## src/rtl/data_mem_arbiter.sv

```systemverilog
// Two-port arbiter for the single-port data memory: port 0 has priority,
// port 1 is guaranteed a grant after STARVE_LIMIT consecutive contested losses.
module data_mem_arbiter #(
  parameter int bus          = 32,
  parameter int STARVE_LIMIT = 4,
  parameter int CW           = 3
) (
  input  logic           clk,
  input  logic           rst,
  input  logic           r0_req,
  input  logic           r0_we,
  input  logic [bus-1:0] r0_addr,
  input  logic [bus-1:0] r0_wdata,
  output logic           r0_gnt,
  output logic           r0_rvalid,
  output logic [bus-1:0] r0_rdata,
  input  logic           r1_req,
  input  logic           r1_we,
  input  logic [bus-1:0] r1_addr,
  input  logic [bus-1:0] r1_wdata,
  output logic           r1_gnt,
  output logic           r1_rvalid,
  output logic [bus-1:0] r1_rdata,
  output logic [bus-1:0] mem_datain,
  output logic [bus-1:0] mem_writedir,
  output logic [bus-1:0] mem_readdir,
  output logic           mem_MRE,
  output logic           mem_MWE,
  input  logic [bus-1:0] mem_dataout
);

  typedef enum logic [1:0] {
    TAG_NONE = 2'd0,
    TAG_RD0  = 2'd1,
    TAG_RD1  = 2'd2
  } tag_t;

  localparam logic [CW-1:0] LIMIT = CW'(STARVE_LIMIT);

  tag_t          tag_q, tag_d;
  logic [CW-1:0] starve_cnt_q, starve_cnt_d;
  logic          force_r1;
  logic          both_req;

  always_ff @(posedge clk or posedge rst) begin
    if (rst) begin
      tag_q        <= TAG_NONE;
      starve_cnt_q <= '0;
    end else begin
      tag_q        <= tag_d;
      starve_cnt_q <= starve_cnt_d;
    end
  end

  always_comb begin
    both_req     = r0_req & r1_req;
    force_r1     = (starve_cnt_q == LIMIT);
    r1_gnt       = 1'b0;
    r0_gnt       = 1'b0;
    starve_cnt_d = starve_cnt_q;
    tag_d        = TAG_NONE;

    // No grants while reset is held so no stray memory command escapes.
    if (!rst) begin
      r1_gnt = r1_req & (~r0_req | force_r1);
      r0_gnt = r0_req & ~r1_gnt;
    end

    if (r1_gnt) begin
      starve_cnt_d = '0;
    end else if (both_req && r0_gnt && starve_cnt_q != LIMIT) begin
      starve_cnt_d = starve_cnt_q + CW'(1);
    end

    if (r0_gnt && !r0_we) begin
      tag_d = TAG_RD0;
    end else if (r1_gnt && !r1_we) begin
      tag_d = TAG_RD1;
    end
  end

  always_comb begin
    mem_datain   = '0;
    mem_writedir = '0;
    mem_readdir  = '0;
    mem_MRE      = 1'b0;
    mem_MWE      = 1'b0;
    if (r0_gnt) begin
      mem_datain   = r0_wdata;
      mem_writedir = r0_addr;
      mem_readdir  = r0_addr;
      mem_MRE      = ~r0_we;
      mem_MWE      = r0_we;
    end else if (r1_gnt) begin
      mem_datain   = r1_wdata;
      mem_writedir = r1_addr;
      mem_readdir  = r1_addr;
      mem_MRE      = ~r1_we;
      mem_MWE      = r1_we;
    end
  end

  always_comb begin
    r0_rvalid = (tag_q == TAG_RD0);
    r1_rvalid = (tag_q == TAG_RD1);
    r0_rdata  = r0_rvalid ? mem_dataout : '0;
    r1_rdata  = r1_rvalid ? mem_dataout : '0;
  end

endmodule

```

## config.mk

```make
export PLATFORM = sky130hd
export DESIGN_NAME = data_mem_arbiter
export DESIGN_NICKNAME = d
export VERILOG_FILES = /design/src/rtl/data_mem_arbiter.sv
export SDC_FILE = /design/constraint.sdc
export NUM_CORES = 1
export LEC_CHECK = 0
export ABC_AREA = 1
export BUFFER_PORTS_ARGS = -buffer_cell sky130_fd_sc_hd__buf_2
export CAP_MARGIN = 15
export CORE_AREA = 2 2 130 132
export DETAILED_ROUTE_END_ITERATION = 7
export DIE_AREA = 0 0 132 134
export PLACE_DENSITY = 0.47
export SLEW_MARGIN = 20
export SYNTH_ARGS = -nofsm -noshare
export SYNTH_HDL_FRONTEND = slang
export SYNTH_SLANG_ARGS = --single-unit
```

## constraint.sdc

```tcl
create_clock -name clk -period 2.2 [get_ports clk]
set_input_delay 0.22 -clock clk [delete_from_list [all_inputs] [get_ports clk]]
set_output_delay 0.22 -clock clk [all_outputs]
set_load 0.05 [all_outputs]
```

# Word level (Yosys, flattened, before mapping)
# Cells that the tools add are included.
# word_totals
word_cells	38
regBits	5
# op_classes
n_eq_ne	4
muxes	16
bitwise	8
n_reduce_logical	7
n_addsub	1
# ops
operator	n
32-bit two-way mux	6
1-bit two-way mux	6
3-bit two-way mux	2
1-bit logical AND	4
2-bit two-way mux	2
1-bit inverter	4
3-bit by 1-bit adder with 3-bit output, second input constant	1
1-bit AND	3
3-bit equality test, second input constant	1
3-bit != test, second input constant	1
2-bit by 1-bit equality test with 1-bit output, second input constant	1
2-bit equality test, second input constant	1
1-bit zero test	2
2-bit nonzero test	1
1-bit OR	1

# Depth between registers and ports, before layout
# Gate-level depths: netlist of run 1.
# logic_depth
depth_word	10
ltp_mapped	11
mapped_depth_nobuf	8

# Worst setup path after synthesis of run 1
# Ideal clock, no wire load.
# synth_path
kind	register -> output
start	register tag_q[0]
end	output r1_rdata[10]
arrival_ns	2.167
slack_ns	-0.187
required_ns	1.980
stages_incl_launch_ff	5
n_path_buf	1
cell_sequence	dfrtp_1 nor2_1 inv_1 clkbuf_1 nor2_1
# synth_between
elab_chain_len	2
# synth_rtl
element	line_no	text
start: declaration	40	tag_t tag_q, tag_d;
start signal: assignment	50	tag_q <= tag_d;
2-bit equality test	105	r1_rvalid = (tag_q == TAG_RD1);
via r1_rvalid	22	output logic r1_rvalid,
32-bit two-way mux	107	r1_rdata = r1_rvalid ? mem_dataout : '0;
end: declaration	23	output logic [bus-1:0] r1_rdata,
# The timed path passes the listed nets, and every way through them passes these cells.

# Worst setup path after layout of run 1
# layout_path
start	register starve_cnt_q[0]
end	output mem_writedir[15]
# layout_between
elab_chain_len	7
# layout_rtl
element	line_no	text
start: declaration	41	logic [CW-1:0] starve_cnt_q, starve_cnt_d;
start signal: assignment	51	starve_cnt_q <= starve_cnt_d;
3-bit equality test (*)	57	force_r1 = (starve_cnt_q == LIMIT);
1-bit OR (*)	65	r1_gnt = r1_req & (~r0_req | force_r1);
1-bit AND (*)	65	
1-bit inverter	66	r0_gnt = r0_req & ~r1_gnt;
1-bit AND	66	
1-bit two-way mux	64	if (!rst) begin
32-bit two-way mux (*)	88	if (r0_gnt) begin
end: declaration	25	output logic [bus-1:0] mem_writedir,
# Every way passes the cells marked *; elsewhere a longest branch is shown, timed or not.

==> flow_summary.json, run 1 <==
{
  "grt_use_met3_pct": 1.74,
  "first_pass_iters": 4,
  "synth_most_common_cell": "nand2_1",
  "grt_start_max_net_pins": 49,
  "drc": 0,
  "arrival_ns": 1.93,
  "grt_pass1_wl_microns": 13400,
  "grt_usage_pct": 9.06,
  "hold_path_class": "primary input to flip-flop",
  "synth-xor-area-share_pct": 0.493,
  "synthFlopType": "dfrtp_1",
  "synth_edf_count": 0,
  "maxSlewHeadroom_pct": 33.1,
  "slowest_delay_ns": 0.37,
  "place_hpwl_microns": 7880,
  "min_period_ns": 2.15,
  "yosysTopAreaCellShare_pct": 43.3,
  "status": "complete, no violations",
  "busiest_layer": "met2",
  "cts.clk_slew.worst_paths_ns": 0.03,
  "synth_largest_area_cell": "nand2_1",
  "core_area_sq_um": 16300,
  "crit_fanout": 12,
  "startpoint_type": "flip-flop",
  "synth_top_family_by_area": "simple AND/OR/NAND/NOR gates",
  "grt.met2_usage_pct": 19.4,
  "htreeDepth": 1,
  "syn-num-nets": 552,
  "vdd_drop_max_uv": 224,
  "clock_path_buffers": 2,
  "path_cells": "inv_2 -> ha_2 -> nand2_4 -> nand2_4 -> a21oi_4 -> buf_12 -> clkbuf_16 -> nand2_1 -> nand2_1 -> buf_2",
  "cp.required_ns": 1.98,
  "cpLargestDelayFamily": "buffers and inverters",
  "finalSetupViolations": 0,
  "dp_worst_setup_slack_ns": 0.217,
  "num_antenna_cells": 0,
  "numCtsBuffers": 3,
  "synthMuxAreaShare_pct": 0,
  "cts_tree": "yes",
  "maxCapViolCount": 0,
  "crit_type": "flip-flop to output port",
  "vias_per_cell": 3.58,
  "area_delta_synth_final_pct": 126,
  "row_count": 47,
  "antenna_found_initial": 0,
  "ant_nets": 0,
  "syn-instance-count": 384,
  "layout-drive-gt1-share_pct": 54.0,
  "grt_pass1_vias": 2820,
  "synthTopCellsByArea": "nand2_1 43%, buf_4 15%, nor2_1 14%",
  "finalWirelength_microns": 10700,
  "clock_sinks": 5,
  "hold_viol": 0,
  "synth_cell_types": 16,
  "skew_ns": 0.000626,
  "synth_simple_gate_area_share_pct": 60.7,
  "post-route-period-util_pct": 97.7,
  "synth.avg_cell_area_sq_um": 4.62,
  "nNetsFinal": 852,
  "fp.dieArea_sq_um": 17700,
  "report.final.slew_viol_count": 0,
  "power_density_nw_per_um2": 373,
  "num_vias": 3230,
  "drt_iter0_drc": 86,
  "cts_root_buf": "clkbuf_16",
  "path_buf_inv": 4,
  "grt_util_met1_pct": 9.29,
  "fmax_mhz": 465,
  "clkLatencyLatePin_ns": 0.22,
  "netlist_area_sq_um": 1780,
  "floorplan.initialDensity_pct": 10.9,
  "ys_ff_latch": 5,
  "seq_area_frac_synth_pct": 7.05,
  "worst_pin_slew_ns": 1.00,
  "cp_slowest_cell": "dfrtp_1",
  "grt-ovfl-total": 0,
  "final_util_pct": 24.6,
  "ys_warn_count": 0,
  "yosys-top-cells-count": "205 x nand2_1, 66 x nor2_1, 41 x inv_1, 36 x buf_4",
  "wire_per_inst_microns": 11.8,
  "finalWorstSetupSlack_ns": 0.0496,
  "synth-async-reset-ratio_pct": 100,
  "io_pins": 332,
  "die_w_microns": 132,
  "endpoint_kind": "output port",
  "io_buffers": 331,
  "die_y_microns": 134,
  "synthAdderAreaFrac_pct": 1.41,
  "place.gp.congestion": 0.746,
  "rsz0062_at_grt": "yes",
  "synth_compound_area_share_pct": 0.493,
  "leakage_nw": 2.76
}
[power breakdown]
part           internal [mW]  total, mW  switching [mW]
combinational          0.349       1.08           0.735
sequential             0.105      0.117          0.0119
clock                  0.240      0.293          0.0533
[per-stage QoR]
step | hold WS [ns] | setup TNS, ns | cells | power, mW | area [sq um]
final | 0.262 | 0 | 903 | 1.49 | 4010
after detailed placement | 0.135 | 0 | 888 | 1.08 | 3430
after CTS | 0.263 | -0.0626 | 893 | 1.38 | 3530
after global placement | 0.130 | 0 | 888 | 1.08 | 3430
after floorplan | -0.00311 | 0 | 384 | 0.827 | 1800
after global routing | 0.291 | -0.738 | 903 | 1.58 | 4010
[path summary, 6_finish.rpt]
kind | cells past startpoint | to | slack, ns | startpoint
worst max-delay path | 10 | mem_writedir[15] | 0.05 | starve_cnt_q[0]
worst min-delay path | 4 | tag_q[0] | 0.26 | r0_we
worst max register to register | 8 | tag_q[0] | 0.82 | starve_cnt_q[0]
worst min register to register | 2 | starve_cnt_q[1] | 0.54 | starve_cnt_q[1]
max in group asynchronous | 3 | starve_cnt_q[1] | 1.48 | rst
min in group asynchronous | 3 | starve_cnt_q[2] | 0.53 | rst
[state kept, by name, indices dropped and copies added (netlist names)]
signal        flops
starve_cnt_q      3
tag_q             2
[final cells by class]
cell class | instances | area, sq um
Multi-Input combinational cell | 284 | 1170
Clock buffer | 4 | 78.8
Sequential cell | 5 | 125
Fill cell | 1854 | 12300
Tap cell | 220 | 275
Inverter | 43 | 169
Timing Repair Buffer | 347 | 2190
[placed cells by master, fill, tap and decap left out]
cell type	instances
xor2_1	1
dlygate4sd3_1	1
inv_1	40
nand3_4	1
clkbuf_4	32
nand4_1	1
ha_2	1
inv_8	1
nand2_2	11
dfrtp_1	5
buf_6	15
nor2_2	1
inv_2	2
nand2_1	194
buf_8	2
clkbuf_1	1
nand2_4	2
a21oi_4	1
nand3_1	5
buf_2	255
nor2_1	65
buf_4	32
buf_12	6
ha_1	1
clkbuf_16	7
[kinds of logic after synthesis]
| logic type | Yosys count |
|---|---|
| AND/OR/NAND/NOR | 280 |
| buffers and inverters | 95 |
| flip-flops | 5 |
| adder cells (fa/ha/maj) | 2 |
| AO/OA/AOI/OAI | 1 |
| XOR/XNOR | 1 |
[worst register-to-register path: cells and delay by family, from the launching register on]
kind                       cells  cell delay (ns)
AOI/OAI and AO/OA              1             0.26
DFF                            1             0.37
adders and majority gates      1             0.19
and+or+nand+nor                3             0.22
buffers and inverters          3             0.29
[layer usage]
layer  share of wire [%]  vias up
met5                   0        -
met4                0.33        0
met3                 8.2        2
met2                  52      203
met1                  39     1354
li1                    -     1671
[what timing repair did]
| item | 4_1_cts | 5_1_grt |
|---|---|---|
| cloned | 0 | 6 |
| hold buffers | 1 | 0 |
| setup endpoints to repair | 8 | 100 |
| pin swaps | 0 | 2 |
| endpoints found under the hold margin | 5 | 0 |
| setup buffers | 0 | 4 |
| resized for setup | 3 | 147 |
Power figures use the tool's default switching activity.
==> run 2: changes to the inputs <==
--- a/config.mk
+++ b/config.mk
@@ -12,6 +12,7 @@
 export DETAILED_ROUTE_END_ITERATION = 7
 export DIE_AREA = 0 0 132 134
 export PLACE_DENSITY = 0.47
+export REMOVE_ABC_BUFFERS = 1
 export SLEW_MARGIN = 20
 export SYNTH_ARGS = -nofsm -noshare
 export SYNTH_HDL_FRONTEND = slang
==> run 2 against run 1 <==
  * First-iteration DRC count is the same
  * Largest cell class unchanged
  * Sequential cell count unchanged
  * Clock power is 3% higher
  * Utilization is 0.76 points higher
==> flow_summary.json, run 2 (synthesized netlist as in run 1, its figures left out) <==
{
  "crit_type": "flip-flop to output port",
  "post-route-period-util_pct": 96.7,
  "clkLatencyLatePin_ns": 0.23,
  "num_vias": 3322,
  "hold_viol": 0,
  "drt_iter0_drc": 86,
  "r2r_setup_slack_ns": 0.69,
  "worst_pin_slew_ns": 0.352,
  "multi_input_area_sq_um": 1170,
  "final_common_cell": "buf_2",
  "sw_frac_of_total_pct": 53.9,
  "vdd_drop_max_uv": 274,
  "die_y_microns": 134,
  "antenna_found_initial": 0,
  "clock_path_buffers": 2,
  "cts.clk_slew.worst_paths_ns": 0.03,
  "grt_start_max_net_pins": 68,
  "final_cell_mix": "256 x buf_2, 191 x nand2_1, 66 x nor2_1",
  "drc": 0,
  "area_delta_synth_final_pct": 133,
  "largestRegisters": "starve_cnt_q (3), tag_q (2)",
  "power.share.clock_pct": 19.6,
  "cpLargestDelayFamily": "buffers and inverters",
  "maxCapViolCount": 0,
  "htreeDepth": 1,
  "combPwrFrac_pct": 73.0,
  "timing.hold.ws_ns": 0.259,
  "io_buffers": 331,
  "row_count": 47,
  "power_density_nw_per_um2": 375,
  "maxSlewHeadroom_pct": 76.5,
  "fp.dieArea_sq_um": 17700,
  "report.final.slew_viol_count": 0,
  "cts_root_buf": "clkbuf_16",
  "cp_slowest_cell": "dfrtp_1",
  "place_hpwl_microns": 8890,
  "top_register": "starve_cnt_q",
  "floorplan.initialDensity_pct": 10.9,
  "min_to": "tag_q[1]",
  "num_antenna_cells": 0,
  "whs_path_depth": 4,
  "critPathMostFrequentCell": "nand2_2",
  "wl_met1_microns": 5130,
  "place.gp.congestion": 0.748,
  "crit_fanout": 8,
  "path_buf_inv": 4,
  "leakage_nw": 2.81,
  "seq_area_sq_um": 125,
  "wl_met3_microns": 1100,
  "rr_endpoint": "tag_q[0]",
  "first_pass_iters": 4,
  "die_w_microns": 132,
  "clock_sinks": 5,
  "wire_per_inst_microns": 14.5,
  "worst_r2r_path_depth": 9,
  "r2r_start": "starve_cnt_q[0]",
  "finalSetupViolations": 0,
  "arrival_ns": 1.91,
  "fmax_mhz": 470,
  "vias_per_cell": 3.66,
  "finalWirelength_microns": 13200,
  "startpoint_type": "flip-flop",
  "io_pins": 332,
  "grt_pass1_wl_microns": 15300,
  "grt_usage_pct": 10.7,
  "largest_register_ffs": 3,
  "core_area_sq_um": 16300,
  "status": "complete, no violations",
  "min_period_ns": 2.13,
  "ant_nets": 0,
  "seqPwrFrac_pct": 7.4,
  "top_layer_used": "met4",
  "skew_ns": 0.000951,
  "cts_tree": "yes",
  "grt_pass1_vias": 2979,
  "numCtsBuffers": 3,
  "path_cells": "inv_2 -> ha_2 -> nand2_2 -> nand2_4 -> a21oi_4 -> buf_12 -> clkbuf_16 -> nand2_1 -> nand2_2 -> buf_8",
  "grt-ovfl-total": 0,
  "endpoint_kind": "output port",
  "slowest_delay_ns": 0.37,
  "nNetsFinal": 856,
  "timing.hold.worst.start": "r1_we",
  "layout-drive-gt1-share_pct": 54.7,
  "final_util_pct": 25.3,
  "p_int_uw": 713,
  "fillers": 1842,
  "p_switching_uw": 834,
  "cp.required_ns": 1.98,
  "hold_path_class": "primary input to flip-flop",
  "dr_wl_met2_microns": 6890
}
==> run 2: layer usage <==
metal | GRT usage [%] | vias to the layer above
li1 | - | 1676
met1 | 11.7 | 1417
met2 | 21.0 | 219
met3 | 2.95 | 10
met4 | 1.03 | 0
met5 | 0 | -
==> run 2: worst max-delay path by stage <==
| stage | depth (start not counted) | end | startpoint |
|---|---|---|---|
| 3_3_place_gp | 9 | mem_writedir[3] | starve_cnt_q[0] |
| 6_report | 10 | mem_readdir[0] | starve_cnt_q[0] |
| 5_1_grt | 10 | mem_readdir[19] | starve_cnt_q[0] |
| 4_1_cts | 10 | mem_readdir[21] | starve_cnt_q[0] |
| 2_1_floorplan | 7 | mem_readdir[0] | starve_cnt_q[0] |
| 3_5_place_dp | 9 | mem_writedir[3] | starve_cnt_q[0] |
==> run 2: final cells by class <==
cell class	instances	area share, %
Clock inverter	1	0.121
Multi-Input combinational cell	284	28.4
Timing Repair Buffer	351	55.9
Tap cell	220	6.67
Inverter	43	4.09
Sequential cell	5	3.03
Clock buffer	3	1.82
==> run 2: power groups by stage <==
| stage | Sequential, mW | Combinational (mW) | Clock [mW] |
|---|---|---|---|
| 2_1_floorplan | 0.114 | 0.654 | 0 |
| 3_3_place_gp | 0.115 | 0.971 | 0 |
| 3_5_place_dp | 0.115 | 0.968 | 0 |
| 4_1_cts | 0.114 | 0.986 | 0.310 |
| 5_1_grt | 0.116 | 1.19 | 0.322 |
| 6_report | 0.115 | 1.13 | 0.303 |
==> run 2: worst reg2reg max path: cells and delay by family (launching register included) <==
kind	cells	cell delay, ns
AND/OR/NAND/NOR	3	0.24
AO/OA/AOI/OAI	1	0.21
flip-flops	1	0.37
buffers and inverters	4	0.46
adder cells (fa/ha/maj)	1	0.18
==> run 2: what timing repair did <==
item	in CTS	in global routing
resized for setup	21	153
hold buffers	1	0
pin swaps	0	3
cloned	0	11
setup buffers	0	2
endpoints found under the hold margin	5	0
setup endpoints to repair	23	98
==> run 2: per-stage QoR <==
step | power, mW | worst slack [ns] | setup TNS (ns) | cell area, sq um | std cells
after detailed placement | 1.08 | 0.172 | 0 | 3430 | 889
after CTS | 1.41 | -0.0474 | -0.123 | 3570 | 894
after global placement | 1.09 | 0.167 | 0 | 3430 | 889
after floorplan | 0.767 | -1.39 | -141.16 | 1410 | 332
final | 1.55 | 0.0718 | 0 | 4130 | 907
after global routing | 1.63 | -0.0247 | -0.0874 | 4130 | 907
